==> config.mk <==
export PLATFORM = sky130hd
export DESIGN_NAME = ex_stage_unit
export DESIGN_NICKNAME = d
export VERILOG_FILES = /design/src/rtl/ex_stage_unit.sv
export SDC_FILE = /design/constraint.sdc
export NUM_CORES = 1
export LEC_CHECK = 0
export BUFFER_PORTS_ARGS = -buffer_cell sky130_fd_sc_hd__buf_4
export CAP_MARGIN = 40
export CORE_MARGIN = 5
export CORE_UTILIZATION = 49
export DETAILED_ROUTE_END_ITERATION = 8
export PLACE_DENSITY_LB_ADDON = 0.12
export SLEW_MARGIN = 20
export SYNTH_ARGS = -nofsm -noshare
export SYNTH_HDL_FRONTEND = slang
export SYNTH_SLANG_ARGS = --single-unit
==> constraint.sdc <==
create_clock -name clk -period 5.55 [get_ports clk]
set_input_delay 0 -clock clk [delete_from_list [all_inputs] [get_ports clk]]
set_output_delay 0 -clock clk [all_outputs]
set_load 0.01 [all_outputs]
==> src/rtl/ex_stage_unit.sv <==
// Execute stage: operand forwarding, ALU, branch target and overflow trap.
// Registers the EX_MEM bundle and reports branch/exception state upstream.
//
// Ports:
//   clk, rst_n             clock, asynchronous active-low reset
//   ID_EX[152:0]           decoded instruction bundle from IF/ID
//   mem_wb_regwrite/rd/data  write-back stage forwarding source
//   EX_MEM[106:0]          registered bundle to the memory stage
//   beq_add, alu_zero_out, beq_out  branch feedback (views of EX_MEM)
//   exception_flush, exception_mux_control  one-cycle flush pulse
//   exc_vector, epc, cause exception vector, faulting PC, cause code
module ex_stage_unit #(
    parameter logic [31:0] EXC_VECTOR = 32'd112,
    parameter logic [31:0] EPC_RESET  = 32'd0
) (
    input  logic         clk,
    input  logic         rst_n,
    input  logic [152:0] ID_EX,
    input  logic         mem_wb_regwrite,
    input  logic [4:0]   mem_wb_rd,
    input  logic [31:0]  mem_wb_data,
    output logic [106:0] EX_MEM,
    output logic [31:0]  beq_add,
    output logic         alu_zero_out,
    output logic         beq_out,
    output logic         exception_flush,
    output logic         exception_mux_control,
    output logic [31:0]  exc_vector,
    output logic [31:0]  epc,
    output logic [1:0]   cause
);

    typedef enum logic {
        IDLE,
        FLUSH
    } state_t;

    typedef enum logic [2:0] {
        OP_ADD,
        OP_SUB,
        OP_AND,
        OP_OR,
        OP_SLT,
        OP_NONE
    } alu_op_t;

    state_t  state;
    alu_op_t alu_op;

    logic        alu_src;
    logic        alu_op0;
    logic        alu_op1;
    logic        reg_dst;
    logic        branch;
    logic        mem_write;
    logic        mem_read;
    logic        reg_write;
    logic        mem_to_reg;
    logic        unused_jump;
    logic [31:0] rs_data;
    logic [31:0] rt_data;
    logic [31:0] imm;
    logic [31:0] pc_plus4;
    logic [4:0]  rs;
    logic [4:0]  rt;
    logic [4:0]  rd;

    assign alu_src     = ID_EX[0];
    assign alu_op0     = ID_EX[1];
    assign alu_op1     = ID_EX[2];
    assign reg_dst     = ID_EX[3];
    assign branch      = ID_EX[4];
    assign mem_write   = ID_EX[5];
    assign mem_read    = ID_EX[6];
    assign reg_write   = ID_EX[7];
    assign mem_to_reg  = ID_EX[8];
    assign unused_jump = ID_EX[9];
    assign rs_data     = ID_EX[41:10];
    assign rt_data     = ID_EX[73:42];
    assign imm         = ID_EX[105:74];
    assign rd          = ID_EX[110:106];
    assign rt          = ID_EX[115:111];
    assign rs          = ID_EX[120:116];
    assign pc_plus4    = ID_EX[152:121];

    logic        exm_regwrite;
    logic [4:0]  exm_dest;
    logic [31:0] exm_result;

    assign exm_regwrite = EX_MEM[0];
    assign exm_dest     = EX_MEM[106:102];
    assign exm_result   = EX_MEM[69:38];

    // The older result (MEM/WB) only wins when EX/MEM does not target the reg.
    logic a_exm;
    logic a_wb;
    logic b_exm;
    logic b_wb;

    assign a_exm = exm_regwrite && (exm_dest != 5'd0) && (exm_dest == rs);
    assign a_wb  = mem_wb_regwrite && (mem_wb_rd != 5'd0) && (mem_wb_rd == rs);
    assign b_exm = exm_regwrite && (exm_dest != 5'd0) && (exm_dest == rt);
    assign b_wb  = mem_wb_regwrite && (mem_wb_rd != 5'd0) && (mem_wb_rd == rt);

    logic [31:0] op_a;
    logic [31:0] op_b;
    logic [31:0] alu_b;

    always_comb begin
        op_a = rs_data;
        if (a_exm) begin
            op_a = exm_result;
        end else if (a_wb) begin
            op_a = mem_wb_data;
        end
    end

    always_comb begin
        op_b = rt_data;
        if (b_exm) begin
            op_b = exm_result;
        end else if (b_wb) begin
            op_b = mem_wb_data;
        end
    end

    assign alu_b = alu_src ? imm : op_b;

    // ALUOp1 selects funct decoding, as for R-type instructions.
    always_comb begin
        alu_op = OP_NONE;
        unique case ({alu_op1, alu_op0})
            2'b00:   alu_op = OP_ADD;
            2'b01:   alu_op = OP_SUB;
            default: begin
                unique case (imm[5:0])
                    6'b100000: alu_op = OP_ADD;
                    6'b100010: alu_op = OP_SUB;
                    6'b100100: alu_op = OP_AND;
                    6'b100101: alu_op = OP_OR;
                    6'b101010: alu_op = OP_SLT;
                    default:   alu_op = OP_NONE;
                endcase
            end
        endcase
    end

    logic [31:0] sum;
    logic [31:0] diff;
    logic [31:0] result;
    logic        ovf_raw;

    assign sum  = op_a + alu_b;
    assign diff = op_a - alu_b;

    always_comb begin
        result  = 32'd0;
        ovf_raw = 1'b0;
        unique case (alu_op)
            OP_ADD: begin
                result  = sum;
                ovf_raw = (op_a[31] == alu_b[31]) && (sum[31] != op_a[31]);
            end
            OP_SUB: begin
                result  = diff;
                ovf_raw = (op_a[31] != alu_b[31]) && (diff[31] != op_a[31]);
            end
            OP_AND:  result = op_a & alu_b;
            OP_OR:   result = op_a | alu_b;
            OP_SLT:  result = {31'd0, $signed(op_a) < $signed(alu_b)};
            default: result = 32'd0;
        endcase
    end

    logic         overflow;
    logic         squash;
    logic [31:0]  target;
    logic [4:0]   dest;
    logic [106:0] ex_mem_d;

    assign overflow = ovf_raw && reg_write;
    assign squash   = overflow || (state == FLUSH);
    assign target   = pc_plus4 + {imm[29:0], 2'b00};
    assign dest     = reg_dst ? rd : rt;

    // Squash kills side effects only; data fields still flow through.
    assign ex_mem_d = {
        dest,
        op_b,
        result,
        (result == 32'd0),
        target,
        mem_read  && !squash,
        mem_write && !squash,
        branch    && !squash,
        mem_to_reg,
        reg_write && !squash
    };

    always_ff @(posedge clk or negedge rst_n) begin
        if (!rst_n) begin
            EX_MEM          <= '0;
            state           <= IDLE;
            exception_flush <= 1'b0;
            epc             <= EPC_RESET;
            cause           <= 2'b00;
        end else begin
            EX_MEM <= ex_mem_d;
            unique case (state)
                IDLE: begin
                    if (overflow) begin
                        state           <= FLUSH;
                        exception_flush <= 1'b1;
                        epc             <= pc_plus4 - 32'd4;
                        cause           <= 2'b01;
                    end
                end
                FLUSH: begin
                    state           <= IDLE;
                    exception_flush <= 1'b0;
                end
            endcase
        end
    end

    assign beq_add               = EX_MEM[36:5];
    assign alu_zero_out          = EX_MEM[37];
    assign beq_out               = EX_MEM[2];
    assign exception_mux_control = exception_flush;
    assign exc_vector            = EXC_VECTOR;

endmodule

==> metrics, run 1 <==
Die H=178 µm; crit path time final=about 5.4 ns; final-report hold violation count=0; Yosys top cell by area=dfrtp_1; WP data required=5.86 ns; #FFs+latches synth=around 140; DRC=0; fill count=~2300; synth top area cells=dfrtp_1 26%, ha_1 12%, mux2i_1 5.4%, o21ai_0 4.5%, nand2_1 4.0%; H-tree levels=4; crit-path cells=or4_4 -> o21ai_2 -> nor4_4 -> buf_4 -> clkbuf_16 -> nand2_1 -> o21ai_0 -> mux2_2 -> ha_1 -> inv_2 -> a2111oi_2 -> nand2_1 -> or3_4 -> a311o_1 -> a31oi_4 -> o221a_2 -> o21a_2 -> xnor2_2 -> a22oi_4 -> buf_12 -> buf_12 -> mux2_1; EDFF count, synth=0; Final #Nets=2465; Hold WC Path Type=in -> reg; CTS tree=done; slowest cell delay on critical path=0.53 ns; VDD IR max=around 0.23 mV; MaxCap Viol Count=0; pin count of the biggest net entering global routing=89; Setup violations, final=0; cell row count=61; worst-margin pin slew=~0.82 ns; commonest non-fill, non-tap cell in the layout=buf_4; area occupied by multi-input gates=just over 9000 µm²; setup_tns=0 ns; pwr dens=about 260 nW/µm²; Routed WL=between 50000 and 60000 µm; Worst Setup Start Kind=register; FMAX=approximately 0.18 GHz; crit path DAT=~5.7 ns; synthesized area per cell=between 8 and 9 µm²; CP endpoint kind=register; grt ovf=0; core outline area=approximately 28000 µm²; Core Util, Final=between 60 and 70%; sequential share of the synthesized area=25.7%; first-pass GRT wire length=around 85000 µm; Worst-path clk slew=~0.070 ns; FF+latch area=~3600 µm²; worst rel slew slack=approximately 45%; Antenna Violating Nets Remaining=0; slowest CP cell=or4_4; Worst Path Max Fanout=17; Vias/cell=between 5 and 6; fin crit share=a little over nine tenths; initial antenna violation count=0; FFs w/ async S/R, synth=100%; Post-Syn Area=around 14000 µm²; Die Wd=178 µm; most frequent cells in the layout=482 x buf_4, 148 x nand2_1, 142 x dfrtp_1; synth unique cells=86; leak pwr=0.00902 µW; Setup CP Type=reg -> reg; post-DP HPWL=44700 µm; Synth top area share=~26%; ANT cells=0; Sinks on Clock Net=142; RSZ-0062 raised after global routing=no; total power draw=a little over 5000 µW; number of global-route vias before repair=around 14000; status=completed; RD Place Congestion=1.01; wire per inst=22.8 µm; TritonRoute pass-1 iters=5; Syn Inst Count=about 1600; Total GRT Usage=between 30% and 40%; die area=31600 µm²; Worst R2R Path Depth=22; IO buf count=367; hold depth=4; Worst Skew=~0.016 ns; maximum clock path buffer count=2; main flop type after synthesis=dfrtp_1; Root Buffer=clkbuf_16; Synthesis Warnings=0; Top Ports=402; Worst-Skew Late Latency=0.44 ns; Slew Limit Fails=0; drt initial violations=about 1300; Area growth, synth to finish=39.3%; vias=14800; CTS Buf Count=17; Initial Utilization=just under 50%; share of cells above drive strength 1=between 20% and 30%
-- layout make-up --
class	count	area share [%]
clock inverter	14	0.761
multi-input combinational	1262	48.6
inverter	123	2.40
timing repair buffer	591	25.0
sequential	142	18.5
tap	378	2.46
clock buffer	18	2.28
-- cell families (layout without fill, tap and decap cells) --
kind of cell | count (synthesis) | after routing | synth area share (%)
other cells | 2 | 33 | 0.0544
fa+ha+maj | 135 | 135 | 12.4
compound gates | 432 | 432 | 21.1
mux | 143 | 143 | 11.0
buf+inv | 261 | 746 | 9.20
simple gates | 442 | 442 | 15.7
flops | 142 | 142 | 25.7
xor+xnor | 77 | 77 | 4.88
-- synth_stat cells (14+ instances only) --
cell and n:
nor3_1 31, a21o_1 26, ha_1 132, inv_1 119, clkbuf_1 53, mux2i_1 75, nor2_1 91, mux2_1 31
nand2_1 148, xor2_1 35, a211oi_1 20, nand2b_1 17, nand3_1 30, mux2_2 37, and2_1 14, dfrtp_1 142
o21ai_0 123, or3_1 14, o21bai_1 14, xnor2_1 42, buf_4 69, a21oi_1 87, nor2b_1 15, nor4_1 26
-- flip-flops by register name, indices dropped and copies added, names as in the netlist --
signal / count
EX_MEM: 107
cause: 1
epc: 32
exception_flush: 1
state: 1
-- report_power, final --
group          switching, µW  internal [µW]  total, µW
sequential               188           1280       1470
combinational           1290           1160       2440
clock                    558            612       1170
-- per-layer routing --
metal	global-route usage (%)	share of wire, %
met5	0	0
met4	10.0	2.9
met3	4.81	8.5
met2	56.9	48
met1	47.6	41
-- worst max-delay path: cells and delay by family (launching register included) --
kind / cells / cell delay, ns
AOI/OAI and AO/OA: 8 / 1.93
and+or+nand+nor: 5 / 1.13
buffers and inverters: 5 / 0.70
muxes: 2 / 0.70
DFF: 1 / 0.38
adders and majority gates: 1 / 0.34
xor gates and xnor gates: 1 / 0.10
-- through the flow --
step	cells	area, µm²	hold WS [ns]	setup slack, ns
after floorplan	1665	13900	-0.296	0.219
after global placement	2387	17300	0.113	0.0902
after detailed placement	2388	17300	0.115	0.00344
after CTS	2516	18900	0.00404	0.0192
after global routing	2528	19200	0.0330	0.00281
final	2528	19200	0.0232	0.123
-- repair_timing --
item | 4_1_cts | 5_1_grt
setup buffers | 0 | 7
pin swaps | 0 | 8
endpoints found under the setup margin | 31 | 39
cloned | 0 | 3
endpoints found under the hold margin | 165 | 10
resized for setup | 2 | 49
hold buffers | 96 | 1
-- final timing paths --
kind	startpoint	to	slack, ns
setup reg to reg	EX_MEM[102]	epc[19]	0.12
max in group asynchronous	rst_n	EX_MEM[59]	4.12
hold reg to reg	state	exception_flush	0.47
min in group asynchronous	rst_n	epc[9]	0.47
setup / recovery	EX_MEM[102]	epc[19]	0.12
hold / removal	ID_EX[124]	epc[7]	0.02
Power figures use the tool's default switching activity.
==> run 2: changes to the inputs <==
Settings changed: ABC_AREA set to 1, CORE_UTILIZATION 49 to 50.
==> run 2 against run 1 <==
Compared with the run above:
- non-clock buffer count fell by 72
- setup slack better by 0.61 ns
- critical path type unchanged
- clock power rose by 6%
- critical path depth stayed put
- hold slack worse by 0.0045 ns
- die area up 8.4%
- sequential power is essentially flat
==> metrics, run 2 <==
wire per inst=19.9 µm; Synth Area in Simple Gates=approximately 35%; combinational share of power=a little under half; WP data required=between 5 and 6 ns; Setup Buffers After CTS=0; Die Wd=roughly 190 µm; CTS tree=done; PostCTS Resize Cnt=0; pwr dens=between 200 and 300 nW/µm²; Yosys top cell by area=dfrtp_1; vias=18100; Top Ports=402; Routed WL=~65000 µm; crit path launch=EX_MEM[102]; VDD IR max=0.205 mV; count leader, synth=nand2_1; sequential share of the synthesized area=a little under a quarter; crit path DAT=5.14 ns; top cell types by occurrence after synthesis=720 x nand2_1, 377 x inv_1, 223 x nor2_1; Crit path max-delay family=simple AND/OR/NAND/NOR gates; core outline area=30400 µm²; EDFF count, synth=0; Worst Skew=approximately 0.011 ns; dpl cell area=around 18000 µm²; adder-cell share of the synthesized area=between 10% and 20%; Largest regs=EX_MEM: 107 flops, epc: 32 flops; switch share=41.6%; most frequent cells in the layout=720 x nand2_1, 385 x buf_4, 377 x inv_1; Worst path depth=22; worst rel slew slack=approximately 44%; Setup CP Type=reg -> reg; CTS Buf Count=17; maximum clock path buffer count=2; H-tree levels=4; #FFs+latches synth=142; hold path start=ID_EX[89]; Vias/cell=~5.5; ANT cells=0; Post-Syn Area=around 15000 µm²; fin area=~20000 µm²; Slew Limit Fails=0; FMAX=~0.21 GHz; crit path time final=slightly below 5 ns; Worst-path clk slew=roughly 0.06 ns; MaxCap Viol Count=0; Synthesis Warnings=0; Sinks on Clock Net=142; number of global-route vias before repair=about 17000; pin count of the biggest net entering global routing=80; Initial Utilization=50.5%; Final #Nets=approximately 3200; Root Buffer=clkbuf_16; status=completed; commonest non-fill, non-tap cell in the layout=nand2_1; CP Buf/Inv Count=4; Synth top area share=23.1%; FFs w/ async S/R, synth=100%; synth top area cells=dfrtp_1 23%, nand2_1 18%, ha_1 11%, inv_1 9.2%, nand3_1 6.3%; Worst-Skew Late Latency=0.44 ns; Clk pwr share=23.8%; TritonRoute pass-1 iters=7; DRC=0; fin crit share=between 80% and 90%; Top cell by count, worst path=nand2_1; fill count=around 2800; RD Place Congestion=between 1 and 1.5; setup_tns=0 ns; Worst Path Max Fanout=25; slowest CP cell=ha_1; Worst Setup Start Kind=register; Largest register FFs=~110; switching pwr=~2200 µW; Worst R2R Path Depth=22; hold depth=3; complex-gate fraction of the synthesized area=a little under a tenth; Antenna Violating Nets Remaining=0; RSZ-0062 raised after global routing=no; synthesized area per cell=approximately 6.2 µm²; leak pwr=roughly 0.011 µW; Die H=~190 µm; register name with the most flops=EX_MEM; Total GRT Usage=36.4%; largest family of logic cells by synthesized area=simple AND/OR/NAND/NOR gates; sequential power share=28.3%; Post-Synth XOR/XNOR Area=under 10%; CP endpoint kind=register; die area=~34000 µm²; main flop type after synthesis=dfrtp_1; first-pass GRT wire length=roughly 97000 µm; R2R Path Start=EX_MEM[102]; drt initial violations=~1800; synth unique cells=between 40 and 50; post-DP HPWL=52200 µm; Syn Inst Count=2463; mux share of post-synthesis cell area=less than 1%; final-report hold violation count=0; IO buf count=367; cell row count=64; Pint=3050 µW; grt ovf=0; worst-margin pin slew=around 0.83 ns; Setup violations, final=0; initial antenna violation count=1; slowest cell delay on critical path=0.53 ns; share of cells above drive strength 1=between 10% and 20%; Area growth, synth to finish=30.2%; crit-path cells=xnor2_1 -> nand3_1 -> nor3_2 -> nand2_2 -> buf_4 -> o21ai_0 -> inv_1 -> ha_1 -> o21ai_0 -> inv_1 -> nand2_1 -> nand2_1 -> nand2_1 -> a21oi_1 -> nand2_1 -> nand2_1 -> nand3_1 -> nand2_2 -> buf_4 -> nand2_1 -> nand2_1 -> nor2_1; Hold WC Path Type=in -> reg
[run 2: changes by cell type in the layout (fill, tap and decap cells not counted), sizes merged, moves of 45 or more]
| cell | change |
|---|---|
| nand3 | +164 |
| nand2 | +575 |
| inv | +253 |
| mux2i | -75 |
| nand4 | +45 |
| buf | -100 |
| nor2 | +134 |
| mux2 | -63 |
[run 2: what timing repair did]
action                                  in CTS  in global routing
hold buffers                               126                  1
endpoints found under the setup margin       0                  0
hold endpoints to repair                   169                  4
[run 2: layout make-up]
cell class	count	area (µm²)	share of cell area, %
clock inverter	13	186	0.933
inverter	383	1440	7.19
sequential	142	3550	17.8
multi-input combinational	1818	9610	48.1
timing repair buffer	519	4270	21.4
clock buffer	18	439	2.20
tap	396	495	2.48
[run 2: power groups by stage]
stage                     logic [µW]  clock network, µW  registers, µW
after CTS                       2460               1240           1470
after floorplan                 1260                  0           1540
after detailed placement        2360                  0           1480
after global routing            2730               1290           1500
final                           2500               1240           1480
after global placement          2320                  0           1480
[run 2: path summary, 6_finish.rpt]
check / end / slack [ns]
max reg2reg: EX_MEM[4] / 0.73
min: EX_MEM[22] / 0.02
max in group asynchronous: EX_MEM[96] / 4.02
min reg2reg: exception_flush / 0.46
max: EX_MEM[4] / 0.73
min in group asynchronous: EX_MEM[1] / 0.45
[run 2: tightest hold or removal path: stages]
cell,delay [ns]
buf_4,0.10
ha_1,0.20
xor2_1,0.10
[run 2: kinds of logic after synthesis]
logic type      count (synthesis)
simple gates                 1284
buf+inv                       534
compound gates                265
flops                         142
fa+ha+maj                     135
xor+xnor                       96
mux                             5
other cells                     2
[run 2: layer usage]
layer / GRT usage, % / part of all wire, % / vias up
met5: 0 / 0.020 / -
met4: 15.8 / 4.8 / 2
met3: 5.68 / 9.4 / 203
met2: 61.6 / 47 / 1011
met1: 46.1 / 38 / 8426
li1: - / - / 8458
[run 2: metrics by stage]
stage	utilization, %	power, µW	hold slack (ns)	std cells	setup slack (ns)
5_1_grt	65.7	5510	0.0216	3289	0.373
4_1_cts	65.4	5170	0.000366	3284	0.955
3_3_place_gp	59.2	3800	0.0809	3126	1.05
2_1_floorplan	-	2800	-0.296	2494	1.84
3_5_place_dp	59.2	3840	0.0895	3127	0.969
6_report	65.7	5220	0.0187	3289	0.733
